[config.mk]
export PLATFORM = sky130hd
export DESIGN_NAME = grant_burst_ctrl
export DESIGN_NICKNAME = d
export VERILOG_FILES = /design/src/rtl/grant_burst_ctrl.sv
export SDC_FILE = /design/constraint.sdc
export NUM_CORES = 1
export LEC_CHECK = 0
export CORE_MARGIN = 2
export CORE_UTILIZATION = 39
export CTS_CLUSTER_DIAMETER = 30
export DETAILED_ROUTE_END_ITERATION = 16
export GPL_ROUTABILITY_DRIVEN = 0
export PLACE_DENSITY_LB_ADDON = 0.2
export SETUP_SLACK_MARGIN = 0.4
export SLEW_MARGIN = 10
export SYNTH_ARGS = -nofsm -noshare
export SYNTH_HDL_FRONTEND = slang
export SYNTH_SLANG_ARGS = --single-unit
[constraint.sdc]
create_clock -name clk -period 4.5 [get_ports clk]
set_clock_uncertainty 0.1 [all_clocks]
set_input_delay 1.35 -clock clk [delete_from_list [all_inputs] [get_ports clk]]
set_output_delay 1.35 -clock clk [all_outputs]
set_load 0.01 [all_outputs]
[src/rtl/grant_burst_ctrl.sv]
// Locks onto a one-hot arbiter grant and moves a fixed-length burst
// from the granted requester to one shared valid/ready output port.
module grant_burst_ctrl #(
  parameter int DATA_W    = 8,
  parameter int BURST_LEN = 4,
  parameter int CNT_W     = 3
) (
  input  logic                clk,
  input  logic                rst,
  input  logic [3:0]          grnt,
  input  logic [4*DATA_W-1:0] req_data,
  input  logic [3:0]          req_valid,
  output logic [3:0]          req_ready,
  output logic [DATA_W-1:0]   out_data,
  output logic                out_valid,
  input  logic                out_ready,
  output logic [3:0]          done,
  output logic [3:0]          abort,
  output logic                busy,
  output logic                err_grant
);

  typedef enum logic [1:0] {
    IDLE = 2'd0,
    XFER = 2'd1,
    REL  = 2'd2
  } state_t;

  localparam logic [CNT_W-1:0] LAST = CNT_W'(BURST_LEN - 1);

  state_t           state, state_nxt;
  logic [1:0]       idx, idx_nxt;
  logic [CNT_W-1:0] cnt, cnt_nxt;
  logic [3:0]       done_nxt, abort_nxt;
  logic             err_nxt;
  logic [1:0]       enc;
  logic             one_hot;
  logic             beat;

  always_comb begin
    enc = 2'd0;
    for (int i = 0; i < 4; i++) begin
      if (grnt[i]) enc = 2'(i);
    end
  end

  assign one_hot = (grnt != 4'd0) &&
                   ((grnt & (grnt - 4'd1)) == 4'd0);

  always_comb begin
    out_valid = 1'b0;
    out_data  = '0;
    req_ready = 4'd0;
    if (state == XFER) begin
      out_valid      = req_valid[idx];
      out_data       = req_data[int'(idx)*DATA_W +: DATA_W];
      req_ready[idx] = out_ready;
    end
  end

  assign beat = out_valid & out_ready;
  assign busy = (state != IDLE);

  always_comb begin
    state_nxt = state;
    idx_nxt   = idx;
    cnt_nxt   = cnt;
    done_nxt  = 4'd0;
    abort_nxt = 4'd0;
    err_nxt   = 1'b0;
    unique case (state)
      IDLE: begin
        if (one_hot) begin
          idx_nxt   = enc;
          cnt_nxt   = '0;
          state_nxt = XFER;
        end else if (grnt != 4'd0) begin
          err_nxt = 1'b1;
        end
      end
      XFER: begin
        // a final beat wins over a grant drop in the same cycle
        if (beat && cnt == LAST) begin
          state_nxt     = REL;
          done_nxt[idx] = 1'b1;
        end else if (!grnt[idx]) begin
          state_nxt      = REL;
          abort_nxt[idx] = 1'b1;
        end else if (beat) begin
          cnt_nxt = cnt + 1'b1;
        end
      end
      REL: begin
        if (grnt == 4'd0) state_nxt = IDLE;
      end
      default: state_nxt = IDLE;
    endcase
  end

  always_ff @(posedge clk or negedge rst) begin
    if (!rst) begin
      state     <= IDLE;
      idx       <= 2'd0;
      cnt       <= '0;
      done      <= 4'd0;
      abort     <= 4'd0;
      err_grant <= 1'b0;
    end else begin
      state     <= state_nxt;
      idx       <= idx_nxt;
      cnt       <= cnt_nxt;
      done      <= done_nxt;
      abort     <= abort_nxt;
      err_grant <= err_nxt;
    end
  end

endmodule

* Yosys cells after proc, flatten, opt, wreduce, memory -nomap -nowiden *
Cells that the tools add are included.

storage, ports and cells
  register bits = 16
  latch bits = 0
  RAM bits = 0
  bits in read-only memories = 0
  bits of input ports = 43
  memories = 0

operators by class
  add/subtract/negate cells = 2
  multipliers = 0
  div/mod/pow operators = 0
  order comparisons = 2
  equal/unequal tests = 9
  shift operators = 1
  multiplexer cells = 30
  bitwise logic cells = 3
  reduce and logical (&&, ||, !) cells = 12

operators by type and width
  operator                                                     count
  variable part select 32 x 6 -> 8 bit                         1
  two-way mux 4 bit                                            6
  two-way mux 2 bit                                            6
  two-way mux 3 bit                                            4
  bitwise AND 4 bit                                            2
  zero test 4 bit                                              2
  two-way mux 1 bit                                            8
  two-way mux 8 bit                                            1
  != test 2 bit (second input constant)                        4
  one-hot mux 2 bit (3 select lines)                           1
  one-hot mux 3 bit (2 select lines)                           1
  AND reduction 5 bit                                          1
  binary-select mux 1 bit (select 2 bit)                       2
  nonzero test 2 bit                                           2
  nonzero test 4 bit                                           1
  subtractor 4 x 1 -> 4 bit (second input constant)            1
  adder 3 x 1 -> 3 bit (second input constant)                 1
  == test 3 x 2 -> 1 bit (second input constant)               1
  logical AND 1 bit                                            3
  less-than comparator 2 x 3 -> 1 bit (second input constant)  1
  != test 3 bit (second input constant)                        1
  AND reduction 3 bit                                          1
  demux 1 bit (select 2 bit)                                   1
  == test 2 x 1 -> 1 bit (second input constant)               1
  other kinds (6)                                              6

* Depth between registers and ports, before layout *
Gate-level depths: netlist (run 1).

  depth after elaboration = 8
  depth in mapped cells = 6
  mapped depth without buffers = 6

* Worst setup path before layout (run 1) *
OpenSTA, ideal clock, no wires.

  path kind = input port to output port
  from = input port req_valid[3]
  to = output port out_valid
  data arrival time = 2.011 ns
  required time = 3.050 ns
  path slack = 1.039 ns
  stages = 2
  cells stage by stage = mux4_2 and2_1

on the way
  cells in the longest elaborated chain, start to end = 3

RTL lines
  element                                  line  text
  start: declaration                       12    input logic [3:0] req_valid,
  binary-select mux 1 bit (select 2 bit)   55    out_valid = req_valid[idx];
  two-way mux 1 bit (implied by the code)  55
  two-way mux 1 bit                        54    if (state == XFER) begin
  end: declaration                         15    output logic out_valid,

Every way passes these cells. The select of a mux whose other input is x is not followed.

* Worst setup path in the final report (run 1) *
  from = input port req_valid[2]
  to = output port out_valid

The elaborated chain is that of the path after synthesis.

==> parameters.txt, run 1 <==
Parameter                              Value

Status
  Run status    finished, final reports clean

STA
  Setup repair after global routing missed its margin    yes
  Minimum period implied by the final worst setup slack    ~4100 ps
  Slew Limit Fails    0
  Slew of the pin with the lowest slew margin    around 760 ps
  Worst-case headroom to the max-slew limit    roughly half
  Setup-failing EPs final    0
  Total count of hold-check failures in the final report    0
  Achievable frequency    about 0.25 GHz
  Share of the cycle needed by the critical path after routing    about nine tenths
  Final setup margin    422 ps
  Post-route setup TNS    0 ps

Global routing
  Number of global-route vias before repair    1009
  Global-route usage over all layers    between 15 and 20%
  Met3 Resource Use GR    5.81%
  GRT busiest layer    met2
  Largest net degree at the start of global routing    18
  GRT Residual Overflow    0
  Met1 track demand over resource    between 20% and 30%
  Antenna violations before repair    0
  Met2 Resource Use GR    between 30% and 40%
  First-pass GRT wire length    4.64 mm

Clock tree
  CTS tree    yes
  Clock transition at the registers of the reported paths    around 90 ps
  CTS HTree Levels    1
  Num CTS Buffers    3
  Insertion delay of the later-clocked pin in the worst-skew pair    around 290 ps
  Clock sink count    16
  CTS Buffer Depth    2
  Buffer cell driving the clock tree root    clkbuf_4

Synth
  Share of Yosys cell area claimed by the top area cell type    approximately two fifths
  Summed instance area of the synthesized netlist    approximately 1000 um^2
  Share of synthesized area occupied by flip-flops and latches    38.6%
  Number of instances in the synthesized netlist    slightly below 100
  Syn. warnings    0
  Post-synthesis async set-or-reset flop share    100%
  Largest cells by area after synthesis    dfrtp_1 39%, mux4_2 22%, and2_1 6.0%
  Average footprint of a synthesized cell    10.7 um^2
  Main flop type after synthesis    dfrtp_1
  Post-synthesis cell type count    29
  Yosys top cell by area    dfrtp_1
  Most frequently used cell type in the post-synthesis netlist    dfrtp_1
  Net count after synthesis    roughly 140
  Count of flip-flops with a built-in enable after synthesis    0
  Number of synthesized register bits    16
  Most frequent cells after synthesis    16 x dfrtp_1, 13 x nor2_1, 10 x and2_1, 10 x mux4_2

Drt
  Routed wire length    2.85 mm
  Residual DRC    0
  Initial drt markers    38
  Ratio of routed vias to standard cells    5.30
  1st-pass router iterations    4
  Average wire per standard cell    between 10 and 15 um
  Number of nets still failing antenna checks after routing    0
  Number of vias in the routed layout    1017

Setup path
  Worst reg-to-reg setup slack    1960 ps
  Kind of end point of the critical path    primary output
  Cells along the critical path    clkdlybuf4s50_1 > mux4_2 > and2_1 > clkdlybuf4s15_1
  Critical Path End    out_valid
  Crit Path Class    in -> out
  Worst reg2reg path endpoint    cnt[0]
  Required time of the critical path    ~3000 ps
  Category of the worst setup path launch point    primary input
  Critical-path cell with the highest stage delay    mux4_2
  Arrival time worst endpoint    ~2600 ps
  Critical path depth in cells    4
  Maximum cell stage delay along the critical path    480 ps
  Worst Path Max Fanout    2
  FF-to-FF Start    idx[0]
  Dominant delay contributor by cell family on the critical path    buffers and inverters
  Bufs and invs on worst path    2
  R2R depth    5
  CP Launch Point    req_valid[2]

Power
  Max IR drop VDD    roughly 0.00028 V
  Leakage power summed over all cells    0.744 nW
  Comb pwr share    between 50 and 60%
  Internal power    about 0.46 mW
  Switching part of the total power    36.8%
  Power density of the placed cells    419 nW/um^2
  Clock Power Share    around an eighth
  PnR Total Power    between 0.7 and 0.8 mW
  Flop pwr share    about 33%
  Switching power    ~0.27 mW

Hold path
  Critical hold path startpoint    cnt[2]
  Min-delay worst type    reg -> reg

Floorplanning
  Number of ports placed on the die boundary    66
  Area of the core    2500 um^2
  Width of the chip    around 56 um
  Site Rows    18
  Chip Height    roughly 56 um
  Initial core utilization    roughly two fifths
  Die area    ~3100 um^2

Placed design
  Half-perimeter wire length of the detailed placement result    between 2 and 2.5 mm
  Number of buffers inserted by port buffering    65
  Post-placement setup slack    ~130 ps

Layout
  Syn-to-layout area delta    67.6%
  Layout cells sized above 1    between 10% and 20%
  NumNets Final    208
  Antenna cell count    0

Flow run
  Number of max-cap violations    0
-- stage by stage --
| step | hold slack, ps | instances | instance area [um^2] | util (%) |
|---|---|---|---|---|
| 3_3_place_gp | 367 | 187 | 1700 | 68.1 |
| 3_5_place_dp | 380 | 187 | 1700 | 68.1 |
| 2_1_floorplan | 358 | 97 | 1040 | - |
| 5_1_grt | 432 | 192 | 1740 | 69.6 |
| 4_1_cts | 400 | 192 | 1730 | 69.3 |
| 6_report | 400 | 192 | 1740 | 69.6 |
-- sequential cells by signal (all words and copies together) (netlist names) --
register and flops:
abort 4, done 4, cnt 3, idx 2, state 2, err_grant 1
-- placed cells by master (no fill, tap or decap), types with 2 or more instances in the layout --
master           netlist  routed
and2_1                10      10
ha_1                   2       2
mux2i_1                2       2
nand2_1                6       6
nor3_1                 6       6
mux2_1                 2       2
mux4_2                10      10
clkbuf_4               0       3
inv_1                  6       6
nor2_1                13      13
clkdlybuf4s50_1        0      52
a31oi_1                2       2
nand2b_1               3       3
buf_4                  0       2
clkdlybuf4s15_1        0       9
dlygate4sd2_1          0       4
dfrtp_1               16      16
-- power groups by stage --
stage | registers, mW | logic, mW | clock network, mW
6_report | 0.243 | 0.392 | 0.0945
5_1_grt | 0.253 | 0.424 | 0.101
4_1_cts | 0.244 | 0.389 | 0.0949
3_5_place_dp | 0.247 | 0.400 | 0
3_3_place_gp | 0.245 | 0.393 | 0
2_1_floorplan | 0.196 | 0.288 | 0
-- cell type report --
cell class / instances / area [um^2]
Timing Repair Buffer: 67 / 661
Fill cell: 198 / 759
Multi-Input combinational cell: 69 / 583
Sequential cell: 16 / 400
Clock buffer: 4 / 36.3
Inverter: 6 / 22.5
Tap cell: 30 / 37.5
-- how the worst min path moves through the flow --
stage,end,cells after the start
after detailed placement,cnt[2],1
after CTS,cnt[2],1
after global placement,cnt[2],1
after global routing,cnt[2],1
after floorplan,cnt[2],1
final,cnt[2],1
-- metal layers --
metal  up-vias  wire (um)  part of all wire [%]
li1        476          -                     -
met2        41       1620                    57
met5         -          0                     0
met3         4        175                   6.2
met4         0         36                   1.3
met1       496       1020                    36
-- repair_timing --
action / 4_1_cts / 5_1_grt
buffers inserted: 1 / 0
cloned: 0 / 0
endpoints found under the setup margin: 13 / 6
hold buffers: 0 / 0
resized for setup: 16 / 6
-- kinds of logic after synthesis --
kind of cell | count (synthesis) | synth area share [%]
and+or+nand+nor | 42 | 19.9
DFF | 16 | 38.6
AOI/OAI and AO/OA | 9 | 6.26
xor gates and xnor gates | 1 | 0.844
adders and majority gates | 3 | 3.37
muxes | 14 | 25.8
buffers and inverters | 12 | 5.30
Note: power is estimated with default switching activity, not from simulation.
==> run 2: changes to the inputs <==
--- a/config.mk
+++ b/config.mk
@@ -5,9 +5,7 @@
 export SDC_FILE = /design/constraint.sdc
 export NUM_CORES = 1
 export LEC_CHECK = 0
-export CORE_MARGIN = 2
-export CORE_UTILIZATION = 39
-export CTS_CLUSTER_DIAMETER = 30
+export CORE_UTILIZATION = 25
 export DETAILED_ROUTE_END_ITERATION = 16
 export GPL_ROUTABILITY_DRIVEN = 0
 export PLACE_DENSITY_LB_ADDON = 0.2
==> parameters.txt, run 2 (synthesis results as in run 1) <==
Parameter                              Value

Floorplanning
  Number of ports placed on the die boundary    66 (unchanged)
  Chip Height    66.5 um (was 55.6 um)
  Die area    4420 um^2 (was 3090 um^2)
  Area of the core    4000 um^2 (was 2500 um^2)
  Width of the chip    66.5 um (was 55.6 um)
  Initial core utilization    26.0% (was 41.5%)
  Site Rows    23 (was 18)

Global routing
  GRT Residual Overflow    0 (unchanged)
  Largest net degree at the start of global routing    18 (unchanged)
  First-pass GRT wire length    4.66 mm (was 4.64 mm)
  Number of global-route vias before repair    953 (was 1009)
  Antenna violations before repair    0 (unchanged)
  Global-route usage over all layers    14.1% (was 19.5%)

Drt
  Ratio of routed vias to standard cells    4.69 (was 5.30)
  Number of nets still failing antenna checks after routing    0 (unchanged)
  Initial drt markers    56 (was 38)
  Number of vias in the routed layout    994 (was 1017)
  1st-pass router iterations    4 (unchanged)
  Average wire per standard cell    13.8 um (was 14.8 um)
  Residual DRC    0 (unchanged)
  Routed wire length    2.92 mm (was 2.85 mm)

Flow run
  Number of max-cap violations    0 (unchanged)

Clock tree
  CTS Hold Buffers Added    0 (unchanged)
  CTS HTree Levels    1 (unchanged)
  Clock transition at the registers of the reported paths    70 ps (was 90 ps)
  Num CTS Buffers    3 (unchanged)
  CTS tree    yes (unchanged)
  Clock sink count    16 (unchanged)
  Insertion delay of the later-clocked pin in the worst-skew pair    250 ps (was 290 ps)
  Buffer cell driving the clock tree root    clkbuf_8 (was clkbuf_4)
  CTS Buffer Depth    2 (unchanged)

Hold path
  Min-delay worst type    reg -> reg (unchanged)

Layout
  Syn-to-layout area delta    71.7% (was 67.6%)
  Antenna cell count    0 (unchanged)
  NumNets Final    208 (unchanged)
  Post-layout utilization of the core    44.6% (was 69.6%)
  Registers with the most flip-flops    abort (4), done (4), cnt (3) (unchanged)
  Most common cell after layout, fill and taps aside    clkdlybuf4s50_1 (unchanged)
  Layout cells sized above 1    11.7% (was 10.5%)
  Leading cell types in the layout, fill and taps excluded    53 x clkdlybuf4s50_1, 16 x dfrtp_1, 13 x nor2_1 (was 52 x clkdlybuf4s50_1, 16 x dfrtp_1, 13 x nor2_1)

Setup path
  Worst reg-to-reg setup slack    2030 ps (was 1960 ps)
  Category of the worst setup path launch point    primary input (unchanged)
  Required time of the critical path    3050 ps (about the same)
  Worst Path Max Fanout    2 (unchanged)
  Kind of end point of the critical path    primary output (unchanged)
  CP Launch Point    req_valid[3] (was req_valid[2])
  FF-to-FF Start    idx[0] (unchanged)
  R2R depth    5 (unchanged)
  Arrival time worst endpoint    2620 ps (was 2630 ps)
  Critical Path End    out_valid (unchanged)
  Crit Path Class    in -> out (unchanged)
  Worst reg2reg path endpoint    cnt[0] (unchanged)

STA
  Share of the cycle needed by the critical path after routing    90.4% (was 90.6%)
  Worst-case headroom to the max-slew limit    48.2% (was 49.1%)
  Achievable frequency    0.246 GHz (was 0.245 GHz)
  Minimum period implied by the final worst setup slack    4070 ps (was 4080 ps)
  Post-route setup TNS    0 ps (unchanged)
  Setup repair after global routing missed its margin    no (was yes)
  Setup-failing EPs final    0 (unchanged)
  Total count of hold-check failures in the final report    0 (unchanged)
  Slew of the pin with the lowest slew margin    777 ps (was 764 ps)
  Slew Limit Fails    0 (unchanged)

Power
  Max IR drop VDD    0.000202 V (was 0.000283 V)
  Leakage power summed over all cells    0.745 nW (was 0.744 nW)
  Power density of the placed cells    427 nW/um^2 (was 419 nW/um^2)

Placed design
  Half-perimeter wire length of the detailed placement result    2.31 mm (about the same)
  Number of buffers inserted by port buffering    65 (unchanged)

Status
  Run status    finished, final reports clean (unchanged)
## run 2: cell count changes in the layout (fill, tap and decap cells not counted)
cell / delta
clkbuf_2: +1
clkdlybuf4s50_1: +1
clkdlybuf4s15_1: -1
nand2_2: +1
nand2_1: -1
clkbuf_8: +3
dlygate4sd2_1: -1
clkbuf_4: -3
## run 2: metal layers
layer,GRT usage (%),part of all wire [%]
met2,21.8,52
met1,19.9,44
met4,2.39,0.34
met5,0,0
met3,3.60,3.2
## run 2: power breakdown
| group | internal, mW | total (mW) | leakage, nW | switching (mW) |
|---|---|---|---|---|
| Combinational | 0.238 | 0.389 | 0.504 | 0.152 |
| Clock | 0.0775 | 0.125 | 0.0288 | 0.0480 |
| Sequential | 0.175 | 0.246 | 0.212 | 0.0707 |
## run 2: how the worst min path moves through the flow
stage / start / endpoint / slack, ps / depth (start not counted)
after floorplan: cnt[2] / cnt[2] / 360 / 1
after global placement: cnt[2] / cnt[2] / 370 / 1
after detailed placement: cnt[2] / cnt[2] / 370 / 1
after CTS: cnt[2] / cnt[2] / 390 / 1
after global routing: cnt[2] / cnt[2] / 450 / 1
final: cnt[2] / cnt[2] / 390 / 1
## run 2: timing repair
action	in CTS	in global routing
resized for setup	17	6
endpoints found under the setup margin	13	6
setup buffers	0	1
## run 2: stage by stage
stage                     area (um^2)  setup slack, ps  hold WS [ps]  power [mW]  cells
after floorplan                  1040             1040           358       0.485     97
after global placement           1730              146           370       0.642    207
after detailed placement         1730              137           375       0.650    207
after CTS                        1770              335           390       0.763    211
after global routing             1780              401           451       0.823    212
final                            1780              430           394       0.761    212
## run 2: final cells by class
class	instances	area (um^2)
Clock buffer	4	55.1
Sequential cell	16	400
Fill cell	393	2220
Timing Repair Buffer	67	657
Tap cell	50	62.6
Inverter	6	22.5
Multi-Input combinational cell	69	586
## run 2: worst max-delay path: stages
cell	delay, ps
clkdlybuf4s50_1	410
mux4_2	480
and2_1	150
clkdlybuf4s15_1	230
